==> src/rtl/ult_ranger_pkg.sv <==
// ---------------------------------------------------------------------------
// ult_pkg : shared types and default timing for the ultrasonic ranger.
//   - ult_state_t : controller state encoding
//   - ULT_*_CYCLES: default timing constants for a 25 MHz clk_in
//   - ULT_MAX_CM  : distance saturation value (HC-SR04 rated range)
// ---------------------------------------------------------------------------
package ult_pkg;

  typedef enum logic [2:0] {
    ULT_IDLE,
    ULT_TRIG,
    ULT_WAIT,
    ULT_MEAS,
    ULT_DONE,
    ULT_HOLD
  } ult_state_t;

  localparam int ULT_TRIG_CYCLES    = 250;      // 10 us
  localparam int ULT_CM_CYCLES      = 1450;     // 58 us per cm
  localparam int ULT_TIMEOUT_CYCLES = 950000;   // 38 ms
  localparam int ULT_HOLDOFF_CYCLES = 1500000;  // 60 ms
  localparam int ULT_MAX_CM         = 400;

endpackage

==> src/rtl/ult_ranger_sync_edge.sv <==
// ---------------------------------------------------------------------------
// ult_sync_edge : two-flop synchroniser for an asynchronous input followed by
// a rise/fall pulse detector on the synchronised level. Edge pulses appear
// two clk_in cycles after the input changes.
// Ports:
//   clk_in  - clock
//   rst     - synchronous active-high reset, clears all flops
//   i_async - asynchronous input pin
//   o_rise  - one-cycle pulse on a synchronised 0->1 transition
//   o_fall  - one-cycle pulse on a synchronised 1->0 transition
// ---------------------------------------------------------------------------
module ult_sync_edge (
  input  logic clk_in,
  input  logic rst,
  input  logic i_async,
  output logic o_rise,
  output logic o_fall
);

  logic r_meta;
  logic r_sync;
  logic r_prev;

  always_ff @(posedge clk_in) begin
    if (rst) begin
      r_meta <= 1'b0;
      r_sync <= 1'b0;
      r_prev <= 1'b0;
    end else begin
      r_meta <= i_async;
      r_sync <= r_meta;
      r_prev <= r_sync;
    end
  end

  assign o_rise = r_sync & ~r_prev;
  assign o_fall = ~r_sync & r_prev;

endmodule

==> src/rtl/ult_ranger.sv <==
// ---------------------------------------------------------------------------
// ult_ranger : HC-SR04-class ultrasonic ranging controller.
// Issues a TRIG_CYCLES trigger pulse, times the echo pulse, converts its width
// to centimetres (floor(width / CM_CYCLES), saturating at MAX_CM) and then
// enforces a HOLDOFF_CYCLES quiet period before the next ping.
// Ports:
//   clk_in      - clock
//   rst         - synchronous active-high reset (aborts any measurement)
//   start       - measurement request, level-sampled in IDLE only
//   auto_mode   - (ULT_RANGER_AUTO_EN only) re-trigger straight from HOLDOFF
//   echo        - asynchronous sensor echo pin
//   trig        - sensor trigger pin
//   busy        - high in every state except IDLE
//   done        - one-cycle strobe, result outputs updated this cycle
//   distance_cm - last range in cm (MAX_CM on timeout), held
//   timeout     - last measurement had no echo or an over-long echo, held
// Optional feature macro: ULT_RANGER_AUTO_EN (adds auto_mode).
// ---------------------------------------------------------------------------
module ult_ranger
  import ult_pkg::*;
#(
  parameter int TRIG_CYCLES    = ULT_TRIG_CYCLES,
  parameter int CM_CYCLES      = ULT_CM_CYCLES,
  parameter int TIMEOUT_CYCLES = ULT_TIMEOUT_CYCLES,
  parameter int HOLDOFF_CYCLES = ULT_HOLDOFF_CYCLES,
  parameter int MAX_CM         = ULT_MAX_CM,
  parameter int DIST_W         = 9,
  parameter int CNT_W          = 21
) (
  input  logic              clk_in,
  input  logic              rst,
  input  logic              start,
`ifdef ULT_RANGER_AUTO_EN
  input  logic              auto_mode,
`endif
  input  logic              echo,
  output logic              trig,
  output logic              busy,
  output logic              done,
  output logic [DIST_W-1:0] distance_cm,
  output logic              timeout
);

  localparam logic [CNT_W-1:0]  LP_TRIG_LAST = CNT_W'(TRIG_CYCLES - 1);
  localparam logic [CNT_W-1:0]  LP_CM_LAST   = CNT_W'(CM_CYCLES - 1);
  localparam logic [CNT_W-1:0]  LP_TO_LAST   = CNT_W'(TIMEOUT_CYCLES - 1);
  localparam logic [CNT_W-1:0]  LP_TO        = CNT_W'(TIMEOUT_CYCLES);
  localparam logic [CNT_W-1:0]  LP_HOLD_LAST = CNT_W'(HOLDOFF_CYCLES - 1);
  localparam logic [DIST_W-1:0] LP_MAX_CM    = DIST_W'(MAX_CM);

  // Prescaler wraps after CM_CYCLES counted echo cycles.
  function automatic logic pre_wrap(input logic [CNT_W-1:0] pre);
    return pre == LP_CM_LAST;
  endfunction

  function automatic logic [CNT_W-1:0] pre_step(input logic [CNT_W-1:0] pre);
    return pre_wrap(pre) ? '0 : pre + 1'b1;
  endfunction

  function automatic logic [DIST_W-1:0] cm_sat_inc(input logic [DIST_W-1:0] cm);
    return (cm >= LP_MAX_CM) ? LP_MAX_CM : cm + 1'b1;
  endfunction

  ult_state_t        r_state, w_next;
  logic [CNT_W-1:0]  r_cnt, w_cnt_nxt;
  logic [CNT_W-1:0]  r_pre, w_pre_nxt;
  logic [DIST_W-1:0] r_cm, w_cm_nxt;
  logic              w_fin_to;
  logic              w_rise, w_fall;
  logic              r_trig, r_busy, r_done, r_timeout;
  logic [DIST_W-1:0] r_dist;

  ult_sync_edge u_echo_sync (
    .clk_in (clk_in),
    .rst    (rst),
    .i_async(echo),
    .o_rise (w_rise),
    .o_fall (w_fall)
  );

  // In MEAS r_cnt holds the number of synchronised echo-high cycles seen so
  // far. The rise cycle itself is counted on entry so a pulse of N input
  // cycles yields exactly N counts by the time the fall pulse arrives.
  always_comb begin
    w_next    = r_state;
    w_cnt_nxt = r_cnt;
    w_pre_nxt = r_pre;
    w_cm_nxt  = r_cm;
    w_fin_to  = 1'b0;
    case (r_state)
      ULT_IDLE: begin
        if (start) begin
          w_next    = ULT_TRIG;
          w_cnt_nxt = '0;
        end
      end
      ULT_TRIG: begin
        if (r_cnt == LP_TRIG_LAST) begin
          w_next    = ULT_WAIT;
          w_cnt_nxt = '0;
        end else begin
          w_cnt_nxt = r_cnt + 1'b1;
        end
      end
      ULT_WAIT: begin
        // Only an edge starts a measurement, so a stale high level is ignored.
        if (w_rise) begin
          w_next    = ULT_MEAS;
          w_cnt_nxt = CNT_W'(1);
          w_pre_nxt = pre_step('0);
          w_cm_nxt  = pre_wrap('0) ? cm_sat_inc('0) : '0;
        end else if (r_cnt == LP_TO_LAST) begin
          w_next   = ULT_DONE;
          w_fin_to = 1'b1;
        end else begin
          w_cnt_nxt = r_cnt + 1'b1;
        end
      end
      ULT_MEAS: begin
        // Fall is checked first: a pulse of exactly TIMEOUT_CYCLES is valid.
        if (w_fall) begin
          w_next = ULT_DONE;
        end else if (r_cnt >= LP_TO) begin
          w_next   = ULT_DONE;
          w_fin_to = 1'b1;
        end else begin
          w_cnt_nxt = r_cnt + 1'b1;
          w_pre_nxt = pre_step(r_pre);
          if (pre_wrap(r_pre)) w_cm_nxt = cm_sat_inc(r_cm);
        end
      end
      ULT_DONE: begin
        w_next    = ULT_HOLD;
        w_cnt_nxt = '0;
      end
      ULT_HOLD: begin
        // HOLD lasts exactly HOLDOFF_CYCLES cycles after the done strobe.
        if (r_cnt == LP_HOLD_LAST) begin
          w_cnt_nxt = '0;
`ifdef ULT_RANGER_AUTO_EN
          w_next = auto_mode ? ULT_TRIG : ULT_IDLE;
`else
          w_next = ULT_IDLE;
`endif
        end else begin
          w_cnt_nxt = r_cnt + 1'b1;
        end
      end
      default: w_next = ULT_IDLE;
    endcase
  end

  // Outputs are registered from the next state so the sensor pin never
  // sees decode glitches and all of them react at the same edge as reset.
  always_ff @(posedge clk_in) begin
    if (rst) begin
      r_state   <= ULT_IDLE;
      r_cnt     <= '0;
      r_pre     <= '0;
      r_cm      <= '0;
      r_trig    <= 1'b0;
      r_busy    <= 1'b0;
      r_done    <= 1'b0;
      r_dist    <= '0;
      r_timeout <= 1'b0;
    end else begin
      r_state <= w_next;
      r_cnt   <= w_cnt_nxt;
      r_pre   <= w_pre_nxt;
      r_cm    <= w_cm_nxt;
      r_trig  <= (w_next == ULT_TRIG);
      r_busy  <= (w_next != ULT_IDLE);
      r_done  <= (w_next == ULT_DONE);
      if (w_next == ULT_DONE) begin
        r_dist    <= w_fin_to ? LP_MAX_CM : r_cm;
        r_timeout <= w_fin_to;
      end
    end
  end

  assign trig        = r_trig;
  assign busy        = r_busy;
  assign done        = r_done;
  assign distance_cm = r_dist;
  assign timeout     = r_timeout;

endmodule

==> config.mk <==
export PLATFORM = sky130hd
export DESIGN_NAME = ult_ranger
export DESIGN_NICKNAME = d
export VERILOG_FILES = /design/src/rtl/ult_ranger_pkg.sv /design/src/rtl/ult_ranger_sync_edge.sv /design/src/rtl/ult_ranger.sv
export SDC_FILE = /design/constraint.sdc
export NUM_CORES = 1
export LEC_CHECK = 0
export BUFFER_PORTS_ARGS = -buffer_cell sky130_fd_sc_hd__buf_2
export CORE_ASPECT_RATIO = 1.4
export CORE_MARGIN = 4
export CORE_UTILIZATION = 55
export CTS_CLUSTER_SIZE = 30
export DETAILED_ROUTE_END_ITERATION = 8
export PLACE_DENSITY = 0.75
export REMOVE_ABC_BUFFERS = 1
export SYNTH_ARGS = -nofsm -noshare
export SYNTH_HDL_FRONTEND = slang
export SYNTH_HIERARCHICAL = 1
export SYNTH_SLANG_ARGS = --single-unit
==> constraint.sdc <==
create_clock -name clk_in -period 2.26 [get_ports clk_in]
set_clock_uncertainty 0.2 [all_clocks]
set_input_delay 0.339 -clock clk_in [delete_from_list [all_inputs] [get_ports clk_in]]
set_output_delay 0.339 -clock clk_in [all_outputs]
set_load 0.01 [all_outputs]
; Word level (Yosys, flattened, before mapping)
; Cells that the tools add are included.
[word_totals]
in_bits = 4
output_inout_bits = 13
regBits = 70
[classes]
bitwise = 4
order_cmp = 2
n_eq_ne = 17
add_sub_neg = 3
muxes = 33
n_reduce_logical = 7
[ops]
columns = operator, n
row1 = $mux 21, 11
row2 = $pmux 21 s6, 1
row3 = $mux 9, 6
row4 = $add 21x1->21 const B, 2
row5 = $pmux 21 s2, 1
row6 = $eq 21x11->1 const B, 1
row7 = $eq 21x20->1 const B, 1
row8 = $eq 21x21->1 const B, 1
row9 = $eq 21x8->1 const B, 1
row10 = $ge 21x20->1 const B, 1
row11 = $mux 3, 7
row12 = $pmux 3 s6, 1
row13 = $pmux 9 s2, 1
row14 = $reduce_and 5->1, 2
row15 = $add 9x1->9 const B, 1
row16 = $eq 3x3->1 const B, 3
row17 = $ge 9x9->1 const B, 1
row18 = $ne 2x2->1 const B, 4
row19 = $eq 3x1->1 const B, 2
row20 = $eq 3x2->1 const B, 2
row21 = $reduce_bool 6->1, 1
row22 = $mux 1, 4
row23 = $reduce_and 4->1, 1
row24 = $logic_not 3->1, 1
row25 = other kinds (7), 9

; Longest topological paths before layout
; Gate-level depths: netlist of run 1.
[depth]
ltp_word = 6
mapped_depth = 10

; By module
; Netlist of run 1, hierarchy kept.
[by_module_without_submodules]
columns = mod, seq_area_each_um2, n_inst, cells_per_inst, area_each_um2
row1 = ult_ranger, 1341.3, 1, 436, 3684.8
row2 = ult_sync_edge, 60.1, 1, 8, 91.3

; Least setup slack after synthesis of run 1
; OpenSTA, ideal clock, no wires.
[synth_timing]
path_kind = register to register
startpoint = register r_cnt[15]
endpoint = register r_busy, in the netlist busy
setup_time_ns = 0.130
arrival_ns = 1.827
stages_incl_launch_ff = 8
synth_period_minus_slack_ns = 2.157
path_slack_ns = 0.103
cell_sequence = dfxtp_1 > nor4b_2 > nand4_2 > o211a_4 > or2_0 > buf_2 > a221oi_2 > a21oi_1
[synth_via]
elab_chain_len = 5
[synth_lines]
columns = element, line_no
row1 = start: declaration, ult_ranger.sv:65  ; logic [CNT_W-1:0] r_cnt, w_cnt_nxt;
row2 = start signal: assignment, ult_ranger.sv:168  ; r_cnt <= w_cnt_nxt;
row3 = $ge 21x20->1 or $eq 21x20->1 (tied branches), "ult_ranger.sv:123, ult_ranger.sv:112"
row4 = "$mux 3, on equally long branches", "ult_ranger.sv:123, ult_ranger.sv:112"
row5 = "$mux 3, on equally long branches", "ult_ranger.sv:121, ult_ranger.sv:107"
row6 = $pmux 3 s6 *, ult_ranger.sv:90  ; case (r_state)
row7 = $reduce_bool 3->1 *, ult_ranger.sv:172  ; r_busy <= (w_next != ULT_IDLE);
row8 = end signal: assignment, ult_ranger.sv:172
row9 = end: declaration, ult_ranger.sv:70  ; logic r_trig, r_busy, r_done, r_timeout;
; Mark *: on every way between the ends. The rest lies on a longest branch, timed or not.
; A chain may end at the register's enable or synchronous reset.

; Worst setup path after layout of run 1
[layout_timing]
startpoint = register r_cnt[0]
endpoint = register r_trig, in the netlist trig
[layout_via]
elab_chain_len = 5
[layout_lines]
columns = element, line_no
row1 = $ge 21x20->1 or $eq 21x20->1 (tied branches), "ult_ranger.sv:123, ult_ranger.sv:112"
row2 = "$mux 3, on equally long branches", "ult_ranger.sv:123, ult_ranger.sv:112"
row3 = "$mux 3, on equally long branches", "ult_ranger.sv:121, ult_ranger.sv:107"
row4 = $pmux 3 s6 *, ult_ranger.sv:90
row5 = $eq 3x1->1 *, ult_ranger.sv:171  ; r_trig <= (w_next == ULT_TRIG);
row6 = end signal: assignment, ult_ranger.sv:171
row7 = end: declaration, ult_ranger.sv:70
; Marked as above.

==> reports/results.tsv, run 1 <==
metric	value	unit
Multi-input gate area	2520	um2
main flop type after synthesis	dfxtp_1	
TritonRoute pass-1 iters	5	
dpl ws	-0.118	ns
top cell type by total area after synthesis	dfxtp_1	
CTS tree	done	
#FFs+latches synth	70	
RSZ-0062 raised after global routing	true	
Post-DRT Antenna Nets	0	
fmax	0.442	GHz
largest net degree at the start of global routing	31	
Max Cap Viol	0	
Sw Ratio	0.244	
Post-synth EDFFs	0	
busiest grt layer	met2	
Synth area leaders	dfxtp_1, nor2_1, xnor2_1	
failing checks	negative setup slack	
Chip Width	78.0	um
Synth Area in Simple Gates	0.314	
reg2reg setup slack	-0.004	ns
mux cell area share after synthesis	0.00265	
Buffers & Inverters on Critical Path	1	
core region area	6610	um2
Crit Path Max Fanout	4	
register area share after synthesis	0.371	
outcome	finished with violations	
Data required, critical path	2.34	ns
Setup TNS Final	-0.00560	ns
DR iter-0 viols	273	
fill count	450	
design area	5070	um2
R2R Path End	trig	
DRC viols	0	
grt ovf	0	
initial antenna violation count	0	
Placed Cells	592	
WL per Instance	17.9	um
placement row count	35	
IO Count	17	
Worst Tran Pin Value	0.617	ns
cell area power density	481	nW/um2
final wirelength	11200	um
VDD IR max	0.453	mV
Seq pwr share	0.511	
Clk network pwr share	0.432	
fraction of registers with async set/reset	0	
Post-DP HPWL	7200	um
Final Non-Filler Cells	624	
hold depth	1	
IO buf count	16	
first-pass GRT wire length	16900	um
Syn. warnings	6	
Avg Cell Area, Syn	8.50	um2
GP Congestion	0.901	
Yosys top cell area share	0.371	
fin nets	538	
Worst slew margin	0.589	
Pint	1.84	mW
R2R cell count	8	
fin crit share	1.00	
Hold Crit Class	reg -> reg	
Die Area	8270	um2
cells after synthesis	444	
vias in the first global route	3725	
worst path cell trace	ha_4 -> and4_4 -> nand4_1 -> buf_4 -> o21a_1 -> a31oi_1 -> and4_1 -> nor3b_4	
worst-skew pair later-pin latency	0.36	ns
Die Span Y	106	um
crit path from	r_cnt[0]	
grt met2 use	0.459	
placed inst area	4350	um2
gr usage total	0.256	
proportion of layout cells with a drive suffix above 1	0.344	
sw power	0.596	mW
Setup CP Type	reg -> reg	
crit path to	trig	
CTS Buffer Depth	2	
Netlist cell types	68	
Worst Path Arrival	2.34	ns
met3 usage	0.0585	
Post-Synth XOR/XNOR Area	0.0580	
CP Depth	8	
FF/Latch Area	1420	um2
Setup crit start kind	flop	
Slowest-stage cell, CP	dfxtp_4	
largest family of logic cells by synthesized area	simple AND/OR/NAND/NOR gates	
Syn-to-layout area delta	34.4	%
GRT met1 Usage	0.275	
Top delay family on crit path	simple AND/OR/NAND/NOR gates	
Num CTS Buffers	9	
CTS root buf	clkbuf_8	
min Tclk post-route	2.26	ns
Comb pwr share	0.057	
Final Hold Fails	0	
clk sink count	70	
Initial Utilization	0.571	
worst reg2reg startpoint	r_cnt[0]	
Tot Pwr	2.44	mW
Max Transition Viols Final	0	
diodes inserted	0	
via count	3845	
Finish-stage setup viols	2	
Adder-Cell Fraction of Synth Area	0.0232	
via density per instance	6.16	
Post-Synthesis Cell Area	3780	um2
Synth Area in Compound Gates	0.179	
Clock transition at path regs	0.07	ns
number of H-tree levels	3	
post-route worst setup slack	-0.00385	ns
CP Capture Type	flop	
Lkg Pwr	1.83	nW
CP max stage delay	0.38	ns
-- repair_timing --
item / CTS / global route
setup endpoints to repair: 39 / 61
hold endpoints to repair: 1 / 0
resized for setup: 15 / 65
pin swaps: 9 / 20
setup buffers: 6 / 8
gates cloned: 0 / 1
hold buffers: 1 / 0
-- flip-flops by register name, indices dropped and copies added (netlist names) --
signal,count
done,1
busy,1
u_echo_sync/r_meta,1
u_echo_sync/r_prev,1
trig,1
distance_cm,9
timeout,1
r_pre,21
u_echo_sync/r_sync,1
r_cm,9
r_cnt,21
r_state,3
-- metal layers --
metal	vias up	part of all wire
met2	172	0.53
met5	-	0
met3	51	0.053
met4	0	0.041
met1	1818	0.37
li1	1804	-
-- Yosys cell counts, types with 3 or more instances --
cell,number
a41oi_1,3
nor3b_1,3
nand2_1,25
nand3_1,17
nand4_1,11
a22oi_1,6
clkbuf_1,10
or4_1,3
buf_6,4
nor2_1,51
ha_1,7
and3_1,6
dfxtp_1,70
nor2b_1,11
a21o_1,4
o32ai_1,4
xnor2_1,19
buf_2,8
nor4_1,13
nor3_1,18
xor2_1,6
nand3b_1,3
o2111ai_1,4
o21bai_1,4
o21ai_0,13
nor4b_1,7
or3_1,10
o21a_1,3
o211ai_1,4
nand2b_1,4
a21oi_1,18
inv_1,16
a21oi_2,5
and4_1,6
a31oi_1,5
-- power by group through the flow --
stage                     clock network [mW]  registers, mW  logic [mW]
final                                   1.05           1.25       0.139
after global routing                    1.12           1.25       0.149
after CTS                               1.08           1.25       0.111
after detailed placement                   0           1.28       0.107
after global placement                     0           1.28       0.105
after floorplan                            0           1.28      0.0457
-- how the worst min path moves through the flow --
stage,start,to,slack (ns)
detailed placement,u_echo_sync/r_meta,u_echo_sync/r_sync,0.25
finish,u_echo_sync/r_meta,u_echo_sync/r_sync,0.26
global placement,u_echo_sync/r_meta,u_echo_sync/r_sync,0.25
CTS,rst,distance_cm[6],0.25
floorplan,rst,r_cm[0],0.21
global route,u_echo_sync/r_meta,u_echo_sync/r_sync,0.29
-- layout by cell type, fill, tap and decap left out, drive strengths merged, types with 17 or more instances in the layout --
cell	Yosys	final
nand2	25	25
xnor2	19	19
dfxtp	70	70
nor3	21	21
a21oi	23	23
nand3	17	17
o21ai	17	18
inv	16	17
nor2	53	53
buf	13	94
-- final cells by class --
| type | instances | area share |
|---|---|---|
| Sequential cell | 70 | 0.280 |
| Timing Repair Buffer | 95 | 0.148 |
| Tap cell | 92 | 0.0227 |
| Inverter | 16 | 0.0118 |
| Multi-Input combinational cell | 335 | 0.496 |
| Clock buffer | 10 | 0.0271 |
| Clock inverter | 6 | 0.0136 |
-- logic make-up after synthesis --
kind of cell | after synthesis
buffers and inverters | 40
adders and majority gates | 7
muxes | 1
xor gates and xnor gates | 25
and+or+nand+nor | 208
DFF | 70
AOI/OAI and AO/OA | 93
-- metrics by stage --
| step | utilization | hold WS, ns |
|---|---|---|
| floorplan | - | 0.208 |
| global placement | 0.658 | 0.248 |
| detailed placement | 0.658 | 0.246 |
| CTS | 0.707 | 0.248 |
| global route | 0.767 | 0.286 |
| finish | 0.767 | 0.262 |
Power figures use the tool's default switching activity.
==> inputs of run 2 (changes only) <==
Settings changed: MAX_ROUTING_LAYER set to met4.
==> run 2 against run 1 <==
Effect of this change: the run still ends with negative setup slack left; global-route usage rose by 0.18 points; worst hold slack got worse by 0.0039 ns; non-clock buffer count fell by 4; via count fell by 2.4%; utilization fell by 0.61 points; routed wire length fell by 3.9%; sequential share of layout area rose by 0.25 points; die area did not move; flip-flop and latch count did not move; combinational power rose by 4%; critical path type unchanged.
==> reports/results.tsv, run 2 (synthesized netlist as in run 1, its figures left out) <==
metric	value	unit
outcome	finished with violations	
failing checks	negative setup slack	
Clock transition at path regs	0.08	ns
Setup CP Type	reg -> reg	
number of H-tree levels	3	
Die Span Y	106	um
first-pass GRT wire length	16700	um
post-route worst setup slack	-0.0186	ns
initial antenna violation count	0	
WL per Instance	17.3	um
final cell utilization of the core	0.761	
CTS Buffer Depth	2	
cell area power density	504	nW/um2
R2R Path End	r_pre[20]	
via density per instance	6.06	
GP Congestion	0.939	
Clk network pwr share	0.450	
Post-DP HPWL	7100	um
Post-DRT Antenna Nets	0	
crit path from	r_cnt[16]	
clk sink count	70	
CP Capture Type	flop	
VDD IR max	0.429	mV
Sw Ratio	0.236	
Max Transition Viols Final	0	
gr usage total	0.258	
largest net degree at the start of global routing	31	
dpl ws	-0.0773	ns
core region area	6610	um2
Worst Path Arrival	2.37	ns
Chip Width	78.0	um
Pint	1.94	mW
CTS root buf	clkbuf_8	
crit path to	r_pre[20]	
min Tclk post-route	2.28	ns
worst-skew pair later-pin latency	0.35	ns
reg2reg setup slack	-0.02	ns
proportion of layout cells with a drive suffix above 1	0.345	
Hold Crit Class	reg -> reg	
Top Registers	r_cnt x21, r_pre x21	
TritonRoute pass-1 iters	5	
Num CTS Buffers	9	
fin nets	533	
CTS tree	done	
grt ovf	0	
RSZ-0062 raised after global routing	true	
placed inst area	4330	um2
worst reg2reg startpoint	r_cnt[16]	
fill count	478	
R2R cell count	7	
diodes inserted	0	
Crit Path Max Fanout	8	
Worst Tran Pin Value	0.594	ns
DR iter-0 viols	245	
commonest non-fill, non-tap cells in the layout	buf_4, dfxtp_1, nor2_1	
design area	5030	um2
Finish-stage setup viols	3	
Lkg Pwr	1.83	nW
Initial Utilization	0.571	
DRC viols	0	
placement row count	35	
IO Count	17	
final wirelength	10700	um
Setup crit start kind	flop	
Final Hold Fails	0	
Syn-to-layout area delta	33.3	%
Comb pwr share	0.057	
fin crit share	1.01	
via count	3753	
Max Cap Viol	0	
Die Area	8270	um2
most common library cell in the layout ignoring fill and taps	buf_4	
vias in the first global route	3634	
IO buf count	16	
sw power	0.598	mW
fmax	0.439	GHz
Seq pwr share	0.493	
Worst slew margin	0.604	
Data required, critical path	2.35	ns
==> run 2: area by class of cell <==
type                            count  area (um2)  area share
Clock buffer                       10         128      0.0254
Sequential cell                    70        1420       0.283
Multi-Input combinational cell    334        2490       0.495
Inverter                           16        60.1      0.0119
Timing Repair Buffer               91         719       0.143
Tap cell                           92         115      0.0229
Clock inverter                      6        93.8      0.0186
==> run 2: power groups by stage <==
stage | Combinational (mW) | Sequential [mW] | Clock, mW
after global placement | 0.102 | 1.28 | 0
after detailed placement | 0.104 | 1.28 | 0
final | 0.144 | 1.25 | 1.14
after global routing | 0.155 | 1.25 | 1.21
after floorplan | 0.0457 | 1.28 | 0
after CTS | 0.107 | 1.25 | 1.16
==> run 2: what timing repair did <==
action,CTS,global route
endpoints found under the setup margin,36,60
setup buffers,5,8
pin swaps,3,25
cloned,0,1
hold endpoints to repair,1,0
hold buffers,1,0
resized for setup,12,73
==> run 2: worst min path at each step <==
stage | slack (ns) | startpoint | to | cells after the start
after floorplan | 0.21 | rst | r_cm[0] | 1
after global placement | 0.25 | u_echo_sync/r_meta | u_echo_sync/r_sync | 1
after detailed placement | 0.25 | u_echo_sync/r_meta | u_echo_sync/r_sync | 1
after CTS | 0.25 | rst | done | 2
after global routing | 0.28 | u_echo_sync/r_meta | u_echo_sync/r_sync | 1
final | 0.26 | u_echo_sync/r_meta | u_echo_sync/r_sync | 1
==> run 2: per-layer routing <==
metal  up-vias  routed length, um  GRT usage
met1      1797               4110      0.275
met4         0                414      0.113
met5         -                  0          -
met2       124               5780      0.466
li1       1789                  -          -
met3        43                418     0.0407
==> run 2: critical path, stage by stage, from the launching register on <==
cell	delay (ns)
dfxtp_4	0.37
or2_4	0.24
a211oi_4	0.33
o211a_4	0.30
o211ai_1	0.12
buf_4	0.18
or3_4	0.36
a21oi_2	0.11
==> run 2: through the flow <==
stage / hold WS, ns / TNS, ns / cells / total power, mW
after floorplan: 0.208 / -0.142 / 420 / 1.32
after global placement: 0.250 / -0.656 / 589 / 1.38
after detailed placement: 0.248 / -1.45 / 589 / 1.38
after CTS: 0.254 / -0.00978 / 611 / 2.51
after global routing: 0.279 / -1.29 / 619 / 2.61
final: 0.258 / -0.0206 / 619 / 2.53
